==> src/rtl/trace_req_issuer_pkg.sv <==
// ============================================================================
// Package  : trace_pkg
// Purpose  : Shared types and constants for the trace request issuer: the
//            op encoding, the buffered trace record and the DRAM address
//            field positions used by the decoder.
// Revision : 1.0 - initial release
// ============================================================================
`default_nettype none

package trace_pkg;

  localparam int TRACE_TIME_W = 64;
  localparam int TRACE_ADDR_W = 36;
  localparam int CORE_W       = 12;

  typedef enum logic [1:0] {
    OP_READ   = 2'd0,
    OP_WRITE  = 2'd1,
    OP_IFETCH = 2'd2,
    OP_RSVD   = 2'd3
  } op_e;

  // 'time' is a keyword, so the stamp field carries a longer name.
  typedef struct packed {
    logic [TRACE_TIME_W-1:0] time_stamp;
    logic [CORE_W-1:0]       core;
    op_e                     op;
    logic [TRACE_ADDR_W-1:0] addr;
  } trace_req_t;

  // DRAM field positions inside the byte address
  localparam int ROW_MSB    = 33;
  localparam int ROW_LSB    = 18;
  localparam int COL_HI_MSB = 17;
  localparam int COL_HI_LSB = 12;
  localparam int BANK_MSB   = 11;
  localparam int BANK_LSB   = 10;
  localparam int BG_MSB     = 9;
  localparam int BG_LSB     = 7;
  localparam int CHAN_BIT   = 6;
  localparam int COL_LO_MSB = 5;
  localparam int COL_LO_LSB = 4;

endpackage

`default_nettype wire

==> src/rtl/trace_req_issuer_if.sv <==
// ============================================================================
// Interface : trace_req_issuer_if
// Purpose   : Record input stream and decoded request output stream of the
//             trace request issuer.
//   slave  modport : issuer view (consumes records, presents requests)
//   master modport : producer/consumer view (testbench or neighbours)
// Revision  : 1.0 - initial release
// ============================================================================
`default_nettype none

interface trace_req_issuer_if #(
  parameter int TIME_W = 64,
  parameter int ADDR_W = 36
);

  // record input stream
  logic              in_valid;
  logic              in_ready;
  logic [TIME_W-1:0] in_time;
  logic [11:0]       in_core;
  logic [1:0]        in_op;
  logic [ADDR_W-1:0] in_addr;

  // request output stream
  logic              out_valid;
  logic              out_ready;
  logic [11:0]       out_core;
  logic [1:0]        out_op;
  logic [ADDR_W-1:0] out_addr;
  logic [15:0]       out_row;
  logic [7:0]        out_col;
  logic [1:0]        out_bank;
  logic [2:0]        out_bg;
  logic              out_chan;

  modport slave (
    input  in_valid, in_time, in_core, in_op, in_addr, out_ready,
    output in_ready, out_valid, out_core, out_op, out_addr,
           out_row, out_col, out_bank, out_bg, out_chan
  );

  modport master (
    output in_valid, in_time, in_core, in_op, in_addr, out_ready,
    input  in_ready, out_valid, out_core, out_op, out_addr,
           out_row, out_col, out_bank, out_bg, out_chan
  );

endinterface

`default_nettype wire

==> src/rtl/trace_req_issuer_fifo.sv <==
// ============================================================================
// Module   : trace_req_fifo
// Purpose  : Synchronous FIFO of trace records with registered storage.
// Ports    : clk, rst_n (async active-low)
//            push_i/data_i  - write a record (ignored when full)
//            pop_i          - drop the head record (ignored when empty)
//            data_o         - head record
//            full_o/empty_o - occupancy flags
//            count_o        - occupancy, 0..DEPTH
// Revision : 1.0 - initial release
// ============================================================================
`default_nettype none

module trace_req_fifo
  import trace_pkg::*;
#(
  parameter int DEPTH = 16
) (
  input  logic                   clk,
  input  logic                   rst_n,
  input  logic                   push_i,
  input  trace_req_t             data_i,
  input  logic                   pop_i,
  output trace_req_t             data_o,
  output logic                   full_o,
  output logic                   empty_o,
  output logic [$clog2(DEPTH):0] count_o
);

  localparam int PTR_W = $clog2(DEPTH);
  localparam int CNT_W = PTR_W + 1;

  trace_req_t       mem_q [DEPTH];
  logic [PTR_W-1:0] wr_ptr_q;
  logic [PTR_W-1:0] rd_ptr_q;
  logic [CNT_W-1:0] count_q;
  logic [CNT_W-1:0] count_d;
  logic             do_push;
  logic             do_pop;

  // Power-of-two depth lets the pointers wrap naturally; count separates
  // the full and empty cases where the pointers are equal.
  assign full_o  = (count_q == CNT_W'(DEPTH));
  assign empty_o = (count_q == '0);
  assign do_push = push_i && !full_o;
  assign do_pop  = pop_i && !empty_o;
  assign data_o  = mem_q[rd_ptr_q];
  assign count_o = count_q;

  always_comb begin
    count_d = count_q;
    if (do_push && !do_pop) begin
      count_d = count_q + 1'b1;
    end else if (!do_push && do_pop) begin
      count_d = count_q - 1'b1;
    end
  end

  // Storage is reset too so the head-driven outputs read zero after reset.
  always_ff @(posedge clk or negedge rst_n) begin
    if (!rst_n) begin
      wr_ptr_q <= '0;
      rd_ptr_q <= '0;
      count_q  <= '0;
      for (int i = 0; i < DEPTH; i++) begin
        mem_q[i] <= '0;
      end
    end else begin
      if (do_push) begin
        mem_q[wr_ptr_q] <= data_i;
        wr_ptr_q        <= wr_ptr_q + 1'b1;
      end
      if (do_pop) begin
        rd_ptr_q <= rd_ptr_q + 1'b1;
      end
      count_q <= count_d;
    end
  end

endmodule

`default_nettype wire

==> src/rtl/trace_req_issuer.sv <==
// ============================================================================
// Module   : trace_req_issuer
// Purpose  : Buffers parsed trace records and releases each one once the
//            free-running cycle counter reaches its time stamp; the released
//            address is sliced into DRAM row/col/bank/bank-group/channel.
// Ports    : clk, rst_n (async active-low)
//            bus       - record input stream and request output stream
//            cycle_cnt - current simulation time (saturating)
//            count     - buffered records
//            order_err - pulse: accepted time stamp went backwards
//            op_err    - pulse: reserved op consumed and dropped
// Config   : TRACE_TIME_SKIP_EN - when defined, an idle counter jumps
//            straight to the head record's time stamp.
// Note     : TIME_W/ADDR_W must match the trace_pkg record widths.
// Revision : 1.0 - initial release
// ============================================================================
`default_nettype none

module trace_req_issuer
  import trace_pkg::*;
#(
  parameter int DEPTH  = 16,
  parameter int TIME_W = TRACE_TIME_W,
  parameter int ADDR_W = TRACE_ADDR_W
) (
  input  logic                   clk,
  input  logic                   rst_n,
  trace_req_issuer_if.slave      bus,
  output logic [TIME_W-1:0]      cycle_cnt,
  output logic [$clog2(DEPTH):0] count,
  output logic                   order_err,
  output logic                   op_err
);

  trace_req_t        push_rec;
  trace_req_t        head;
  logic              fifo_full;
  logic              fifo_empty;
  logic              accept;
  logic              push;
  logic              pop;
  logic              due;
  logic [TIME_W-1:0] cycle_cnt_q, cycle_cnt_d;
  logic [TIME_W-1:0] last_time_q, last_time_d;
  logic              order_err_q, order_err_d;
  logic              op_err_q, op_err_d;

  assign push_rec = '{time_stamp: bus.in_time,
                      core:       bus.in_core,
                      op:         op_e'(bus.in_op),
                      addr:       bus.in_addr};

  // Reserved ops are consumed from the stream but never buffered.
  assign accept = bus.in_valid && bus.in_ready;
  assign push   = accept && (op_e'(bus.in_op) != OP_RSVD);
  assign due    = (cycle_cnt_q >= head.time_stamp);
  assign pop    = bus.out_valid && bus.out_ready;

  trace_req_fifo #(.DEPTH(DEPTH)) u_fifo (
    .clk     (clk),
    .rst_n   (rst_n),
    .push_i  (push),
    .data_i  (push_rec),
    .pop_i   (pop),
    .data_o  (head),
    .full_o  (fifo_full),
    .empty_o (fifo_empty),
    .count_o (count)
  );

  // A full FIFO refuses input even when the head leaves in the same cycle.
  assign bus.in_ready  = !fifo_full;
  assign bus.out_valid = !fifo_empty && due;
  assign bus.out_core  = head.core;
  assign bus.out_op    = head.op;
  assign bus.out_addr  = head.addr;
  assign bus.out_row   = head.addr[ROW_MSB:ROW_LSB];
  assign bus.out_col   = {head.addr[COL_HI_MSB:COL_HI_LSB], head.addr[COL_LO_MSB:COL_LO_LSB]};
  assign bus.out_bank  = head.addr[BANK_MSB:BANK_LSB];
  assign bus.out_bg    = head.addr[BG_MSB:BG_LSB];
  assign bus.out_chan  = head.addr[CHAN_BIT];

  assign cycle_cnt = cycle_cnt_q;
  assign order_err = order_err_q;
  assign op_err    = op_err_q;

`ifdef TRACE_TIME_SKIP_EN
  // Extra bit keeps cycle_cnt+1 from wrapping at the saturation point.
  logic [TIME_W:0] cnt_plus_one;
  assign cnt_plus_one = {1'b0, cycle_cnt_q} + {{TIME_W{1'b0}}, 1'b1};
`endif

  always_comb begin
    cycle_cnt_d = (cycle_cnt_q == '1) ? cycle_cnt_q : cycle_cnt_q + 1'b1;
`ifdef TRACE_TIME_SKIP_EN
    if (!fifo_empty && !due && ({1'b0, head.time_stamp} > cnt_plus_one)) begin
      cycle_cnt_d = head.time_stamp;
    end
`endif
  end

  always_comb begin
    order_err_d = accept && (bus.in_time < last_time_q);
    op_err_d    = accept && (op_e'(bus.in_op) == OP_RSVD);
    last_time_d = accept ? bus.in_time : last_time_q;
  end

  always_ff @(posedge clk or negedge rst_n) begin
    if (!rst_n) begin
      cycle_cnt_q <= '0;
      last_time_q <= '0;
      order_err_q <= 1'b0;
      op_err_q    <= 1'b0;
    end else begin
      cycle_cnt_q <= cycle_cnt_d;
      last_time_q <= last_time_d;
      order_err_q <= order_err_d;
      op_err_q    <= op_err_d;
    end
  end

endmodule

`default_nettype wire

==> src/flat_wrapper.sv <==
// flat-port wrapper written by rule: the top's interface ports become plain ports
module trace_req_issuer_flat import trace_pkg::*;
#(
  parameter int DEPTH  = 16,
  parameter int TIME_W = TRACE_TIME_W,
  parameter int ADDR_W = TRACE_ADDR_W
)
  (clk, rst_n, cycle_cnt, count, order_err, op_err, bus_in_valid, bus_in_time, bus_in_core, bus_in_op, bus_in_addr, bus_out_ready, bus_in_ready, bus_out_valid, bus_out_core, bus_out_op, bus_out_addr, bus_out_row, bus_out_col, bus_out_bank, bus_out_bg, bus_out_chan);
  trace_req_issuer_if #(.TIME_W(TIME_W), .ADDR_W(ADDR_W)) bus_i ();
  input  logic clk;
  input  logic rst_n;
  output logic [TIME_W-1:0] cycle_cnt;
  output logic [$clog2(DEPTH):0] count;
  output logic order_err;
  output logic op_err;
  input wire logic [$bits(bus_i.in_valid)-1:0] bus_in_valid;
  input wire logic [$bits(bus_i.in_time)-1:0] bus_in_time;
  input wire logic [$bits(bus_i.in_core)-1:0] bus_in_core;
  input wire logic [$bits(bus_i.in_op)-1:0] bus_in_op;
  input wire logic [$bits(bus_i.in_addr)-1:0] bus_in_addr;
  input wire logic [$bits(bus_i.out_ready)-1:0] bus_out_ready;
  output wire logic [$bits(bus_i.in_ready)-1:0] bus_in_ready;
  output wire logic [$bits(bus_i.out_valid)-1:0] bus_out_valid;
  output wire logic [$bits(bus_i.out_core)-1:0] bus_out_core;
  output wire logic [$bits(bus_i.out_op)-1:0] bus_out_op;
  output wire logic [$bits(bus_i.out_addr)-1:0] bus_out_addr;
  output wire logic [$bits(bus_i.out_row)-1:0] bus_out_row;
  output wire logic [$bits(bus_i.out_col)-1:0] bus_out_col;
  output wire logic [$bits(bus_i.out_bank)-1:0] bus_out_bank;
  output wire logic [$bits(bus_i.out_bg)-1:0] bus_out_bg;
  output wire logic [$bits(bus_i.out_chan)-1:0] bus_out_chan;
  assign bus_i.in_valid = bus_in_valid;
  assign bus_i.in_time = bus_in_time;
  assign bus_i.in_core = bus_in_core;
  assign bus_i.in_op = bus_in_op;
  assign bus_i.in_addr = bus_in_addr;
  assign bus_i.out_ready = bus_out_ready;
  assign bus_in_ready = bus_i.in_ready;
  assign bus_out_valid = bus_i.out_valid;
  assign bus_out_core = bus_i.out_core;
  assign bus_out_op = bus_i.out_op;
  assign bus_out_addr = bus_i.out_addr;
  assign bus_out_row = bus_i.out_row;
  assign bus_out_col = bus_i.out_col;
  assign bus_out_bank = bus_i.out_bank;
  assign bus_out_bg = bus_i.out_bg;
  assign bus_out_chan = bus_i.out_chan;
  trace_req_issuer #(.DEPTH(DEPTH), .TIME_W(TIME_W), .ADDR_W(ADDR_W)) u_core (.clk(clk), .rst_n(rst_n), .bus(bus_i), .cycle_cnt(cycle_cnt), .count(count), .order_err(order_err), .op_err(op_err));
endmodule
==> config.mk <==
export PLATFORM = sky130hd
export DESIGN_NAME = trace_req_issuer_flat
export DESIGN_NICKNAME = d
export VERILOG_FILES = /design/src/rtl/trace_req_issuer_pkg.sv /design/src/rtl/trace_req_issuer_if.sv /design/src/rtl/trace_req_issuer_fifo.sv /design/src/rtl/trace_req_issuer.sv /design/src/flat_wrapper.sv
export SDC_FILE = /design/constraint.sdc
export NUM_CORES = 2
export LEC_CHECK = 0
export CAP_MARGIN = 20
export CELL_PAD_IN_SITES_DETAIL_PLACEMENT = 1
export CELL_PAD_IN_SITES_GLOBAL_PLACEMENT = 2
export CORE_ASPECT_RATIO = 0.6
export CORE_MARGIN = 1
export CORE_UTILIZATION = 42
export DETAILED_ROUTE_END_ITERATION = 6
export HOLD_SLACK_MARGIN = 0.05
export PLACE_DENSITY_LB_ADDON = 0.1
export SYNTH_ARGS = -nofsm -noshare
export SYNTH_HDL_FRONTEND = slang
export SYNTH_SLANG_ARGS = --single-unit
==> constraint.sdc <==
create_clock -name clk -period 5.15 [get_ports clk]
set_input_delay 0.515 -clock clk [delete_from_list [all_inputs] [get_ports clk]]
set_output_delay 0.515 -clock clk [all_outputs]
set_load 0.01 [all_outputs]
; ---- After elaboration in Yosys (flattened, before gate mapping)
; Index checks and enable logic that the tools add are counted.
[word_totals]
reg_bits = 1967
output_inout_bits = 153
wordCells = 112
[classes]
addsub = 5
n_lt_le_gt_ge = 5
n_eq_ne = 4
mux = 8
bitwise_logic = 2
reduce_logical = 17
[op_table]
columns = op, count
row1 = 1824-bit bitwise mux, 1
row2 = 114-bit binary-select mux with 4-bit select, 1
row3 = 114-bit demux with 4-bit select, 1
row4 = 114-bit two-way mux, 3
row5 = 64-bit by 1-bit adder with 64-bit output (second input constant), 1
row6 = 64-bit equality test (second input constant), 1
row7 = 64-bit >= comparator, 1
row8 = 64-bit < comparator, 1
row9 = 1-bit logical AND, 11
row10 = 5-bit >= comparator (second input constant), 2
row11 = 5-bit two-way mux, 2
row12 = 4-bit inverter with 5-bit output, 2
row13 = 4-bit by 1-bit adder with 4-bit output (second input constant), 2
row14 = 5-bit by 1-bit adder with 5-bit output (second input constant), 1
row15 = 5-bit equality test (second input constant), 1
row16 = 5-bit logical NOT, 1
row17 = 5-bit by 1-bit < comparator with 1-bit output (second input constant), 1
row18 = 5-bit by 1-bit subtractor with 5-bit output (second input constant), 1
row19 = 1-bit logical NOT, 4
row20 = 2-bit equality test (second input constant), 1
row21 = 2-bit inequality test (second input constant), 1
row22 = 2-bit nonzero test, 1

; ---- Longest topological paths before layout
[logic_depth]
word_depth = 11
ltp_mapped = 22

; ---- Cells and area by module
; A second synthesis with hierarchy kept.
[unflattened]
hier_cells = 6483
area_unflattened_um2 = 92366.1
[modules_own_cells]
columns = mod, n_inst, cells_per_inst, area_each_um2, seq_area_each_um2
row1 = trace_req_fifo, 1, 5493, 83492.6, 45969.1
row2 = trace_req_issuer, 1, 990, 8873.5, 3253.1

; ---- Worst setup path after synthesis
; No wires, ideal clock.
[synth_timing]
path_kind = register to register
startpoint = register u_core.u_fifo.rd_ptr_q[0]
endpoint = register u_core.u_fifo.count_q[4] (netlist: u_core.u_fifo.count_o[4])
setup_time_ns = 0.123
arrival_ns = 5.337
required_time_ns = 5.027
setup_slack_ns = -0.310
path_stages_with_launch = 21
path_buffers = 3
path_cell_list = dfrtp_1 -> clkbuf_1 -> buf_2 -> buf_1 -> mux4_2 -> mux4_2 -> ha_1 -> nand2b_1 -> a2111oi_0 -> or4_1 -> a311o_1 -> a221oi_2 -> inv_1 -> ha_1 -> inv_1 -> ha_1 -> a21o_1 -> a21oi_1 -> xnor2_1 -> nor2_1 -> xnor2_1
[synth_between]
elab_chain_len = 11
word_cells_on_any_way = 13
[synth_rtl]
columns = item, line
row1 = "start, declared", trace_req_issuer_fifo.sv:35  ; logic [PTR_W-1:0] rd_ptr_q;
row2 = "start signal, assigned", trace_req_issuer_fifo.sv:74  ; rd_ptr_q <= rd_ptr_q + 1'b1;
row3 = 4-bit inverter with 5-bit output (not written as such) (*), trace_req_issuer_fifo.sv:47  ; assign data_o = mem_q[rd_ptr_q];
row4 = 114-bit binary-select mux with 4-bit select (*), trace_req_issuer_fifo.sv:47
row5 = 114-bit two-way mux (not written as such) (*) (2 in a row), trace_req_issuer_fifo.sv:47
row6 = 64-bit >= comparator (*), trace_req_issuer.sv:56  ; assign due = (cycle_cnt_q >= head.time_stamp);
row7 = 1-bit logical AND (*), trace_req_issuer.sv:73  ; assign bus.out_valid = !fifo_empty && due;
row8 = 1-bit logical AND (*), trace_req_issuer.sv:57  ; assign pop = bus.out_valid && bus.out_ready;
row9 = 1-bit logical AND (*), trace_req_issuer_fifo.sv:46  ; assign do_pop = pop_i && !empty_o;
row10 = 1-bit logical NOT, trace_req_issuer_fifo.sv:52  ; if (do_push && !do_pop) begin
row11 = 1-bit logical AND, trace_req_issuer_fifo.sv:52
row12 = 5-bit two-way mux or 2-bit nonzero test (tied branches), n/a
row13 = "end signal, assigned", trace_req_issuer_fifo.sv:76  ; count_q <= count_d;
row14 = "end, declared", trace_req_issuer_fifo.sv:36  ; logic [CNT_W-1:0] count_q;
; Every way passes the cells marked *; elsewhere a longest branch is shown, timed or not. The select of a mux whose other input is x is not followed.
; A chain may end at the register's enable or synchronous reset.

; ---- Worst setup path after layout
[layout_timing]
startpoint = register u_core.u_fifo.rd_ptr_q[0]
endpoint = output bus_out_valid
[layout_between]
elab_chain_len = 6
[layout_rtl]
columns = item, line
row1 = 4-bit inverter with 5-bit output (not written as such), trace_req_issuer_fifo.sv:47
row2 = 114-bit binary-select mux with 4-bit select, trace_req_issuer_fifo.sv:47
row3 = 114-bit two-way mux (not written as such) (2 in a row), trace_req_issuer_fifo.sv:47
row4 = 64-bit >= comparator, trace_req_issuer.sv:56
row5 = 1-bit logical AND, trace_req_issuer.sv:73
row6 = "end, declared", flat_wrapper.sv:23  ; output wire logic [$bits(bus_i.out_valid)-1:0] bus_out_valid;
; Every way passes these cells. The select of a mux whose other input is x is not followed.

==> impl_results.md <==
- Async S/R FF share, synth: 1.00
- CTS tree: done
- Failing checks: setup timing
- Layer with the highest usage: met1
- Clock tree buffer depth: 4
- Initial DRC count: 3436
- Synth Area per Inst: 15.8 µm²
- Post-DRT Antenna Nets: 0
- Fmax: 188 MHz
- Ys Warns: 0
- DIE WIDTH: 601 µm
- Pwr/cell area: 603 nW/µm²
- Critical path class: reg2out
- Sink Count: 1967
- Synth top cells by count: dfrtp_1, mux2_2, mux4_2
- Switching share of power: 0.292
- Clk pwr share: 0.242
- Routed vias/inst: 5.72
- Syn_nets: 5973
- Root buf cell: clkbuf_16
- FF+latch count, synth: 1967
- Max cap viols: 0
- Worst-skew pair later-pin latency: 0.86 ns
- Port bufs: 270
- Yosys top cell by area: dfrtp_1
- Main flop type after synthesis: dfrtp_1
- Core Box Area: 213000 µm²
- Final wirelength: 263 mm
- Die Area: 217000 µm²
- Final setup viols: 3
- Critical Path Start Type: register
- Clock Skew: 0.0263 ns
- Slew Viols, Final: 0
- CTS buffer count: 202
- Top Ports: 271
- Placed cell area: 97200 µm²
- GR Layer Usage met2: 0.366
- Path category of the worst min-delay check: in2async
- CP required: 4.64 ns
- GR Layer Usage met1: 0.373
- Maximum VDD drop: 0.000296 V
- Slew HR: 0.254
- Worst Slack Setup Final: -0.180 ns
- Synth-to-layout area growth: 16.1%
- Register share of total power: 0.408
- Row count: 131
- Synthesized cell area: 90500 µm²
- Leakage: 45.1 nW
- Grt ovf: 0
- Worst Path Max Fanout: 10
- DRC viols: 0
- Layout cells sized above 1: 0.501
- Util after Layout: 0.492
- Pin count of the biggest net entering global routing: 173
- Final HPWL DP: 151 mm
- Combinational power share: 0.349
- Status: complete, but fails checks
- CP endpoint kind: output pin
- Initial core utilization: 0.424
- Psw: 18.5 mW
- GRT Overall Usage: 0.247
- Synth top area cells: dfrtp_1, mux2_2, mux4_2
- First-pass GRT wire length: 399 mm
- Post-route minimum period: 5.33 ns
- Drt first pass iters: 5
- Final #Nets: 6234
- H-tree depth: 4
- WL per Instance: 29.3 µm
- GP Congestion: 0.782
- Via count: 51489
- Post-synth EDFFs: 0
- GRT met3 Usage: 0.0455
- Cell with the most instances after synthesis: dfrtp_1
- Final Hold Viols: 0
- Vias in the first global route: 56382
- Synth cell types: 53
- Synthesized instance count: 5717
- Crit share post-route: 1.03
- Initial antenna violation count: 26
- Internal power: 44.8 mW
- Die height: 362 µm
- Synth top area share: 0.544
- Seq/Total Area, Yosys: 0.544
- Critical Path AT: 4.82 ns
- RSZ-0062 raised after global routing: true
- Worst-margin pin slew: 1.12 ns
- Worst-path clk slew: 0.06 ns
- Final instance area: 105000 µm²
## power groups by stage
| stage | sequential, mW | clock, mW | combinational (mW) |
|---|---|---|---|
| finish | 25.9 | 15.3 | 22.1 |
| global route | 26.7 | 16.4 | 23.9 |
| floorplan | 24.5 | 0 | 16.0 |
| CTS | 25.8 | 15.8 | 22.0 |
| detailed placement | 26.0 | 0 | 21.6 |
| global placement | 25.9 | 0 | 21.0 |
## stage by stage
| step | setup TNS, ns | hold WS (ns) | std cells | total power [mW] | setup WS, ns |
|---|---|---|---|---|---|
| global route | -0.931 | 0.300 | 8991 | 67.0 | -0.328 |
| detailed placement | -1.24 | 0.490 | 8593 | 47.6 | -0.444 |
| global placement | -1.27 | 0.483 | 8592 | 46.8 | -0.489 |
| finish | -0.408 | 0.270 | 8994 | 63.4 | -0.180 |
| CTS | -0.570 | 0.297 | 8964 | 63.6 | -0.284 |
| floorplan | 0 | 0.219 | 5717 | 40.5 | 0.0149 |
## worst paths after layout
check,start,depth (start not counted),slack [ns],to
worst max register to register,u_core.u_fifo.rd_ptr_q[0],23,-0.13,u_core.u_fifo.count_o[4]
min in group clk,bus_in_time[12],4,0.44,u_core.last_time_q[12]
worst min-delay path,rst_n,2,0.27,u_core.u_fifo.mem_q[1024]
worst max-delay path,u_core.u_fifo.rd_ptr_q[0],15,-0.18,bus_out_valid
max in group asynchronous,rst_n,3,3.18,u_core.u_fifo.mem_q[146]
worst min register to register,u_core.u_fifo.mem_q[147],1,0.50,u_core.u_fifo.mem_q[147]
## critical path, cell delays in order, from the launching register on
cell and delay, ns:
dfrtp_4 0.47, buf_6 0.15, buf_12 0.15, buf_16 0.16
buf_12 0.16, mux4_2 0.51, mux4_2 0.47, inv_1 0.08
ha_1 0.14, nand4_1 0.35, nor3_2 0.35, nand2_1 0.13
a311o_1 0.39, a22oi_2 0.14, buf_4 0.17, buf_6 0.12
## kinds of logic after synthesis
family,synth area share
mux,0.369
fa+ha+maj,0.0192
compound gates,0.0116
flops,0.544
buf+inv,0.0311
simple gates,0.0179
xor+xnor,0.00687
## cell usage in the layout (no fill, tap or decap), types with 42 or more instances in the layout
master           netlist  final
dfrtp_1             1967   1963
clkbuf_8               1     51
o21ai_0               93     90
clkdlybuf4s50_1        0    268
mux4_2               570    570
nand2_1              132    127
buf_4                 60    167
xnor2_1               49     49
mux2_2              1827   1827
a21oi_1               45     42
inv_1                143    126
clkbuf_16              0    211
ha_1                 137    124
buf_12                 0     69
## per-layer routing
metal	vias to the layer above	wire length, µm
li1	21678	-
met1	28616	129000
met2	805	117000
met3	372	11200
met4	18	6490
met5	-	116
## flip-flops by register name (all words and copies together) (netlist names)
signal                  cells
u_core.order_err            1
u_core.last_time_q         64
u_core.cycle_cnt           64
u_core.u_fifo.mem_q      1824
u_core.op_err               1
u_core.u_fifo.count_o       5
u_core.u_fifo.wr_ptr_q      4
u_core.u_fifo.rd_ptr_q      4
## what timing repair did
item,in CTS,in global routing
hold buffers,1,0
gates resized for setup,60,57
cloned,0,6
pin swaps,17,13
hold endpoints to repair,71,0
buffers inserted,18,16
endpoints found under the setup margin,50,29
## final cells by class
cell class / instances / area, µm²
Clock buffer: 288 / 5950
Timing Repair Buffer: 543 / 5960
Fill cell: 20046 / 108000
Sequential cell: 1967 / 49200
Clock inverter: 64 / 825
Multi-Input combinational cell: 3121 / 38900
Inverter: 143 / 542
Tap cell: 2859 / 3580
Antenna cell: 9 / 22.5
Power figures use the tool's default switching activity.
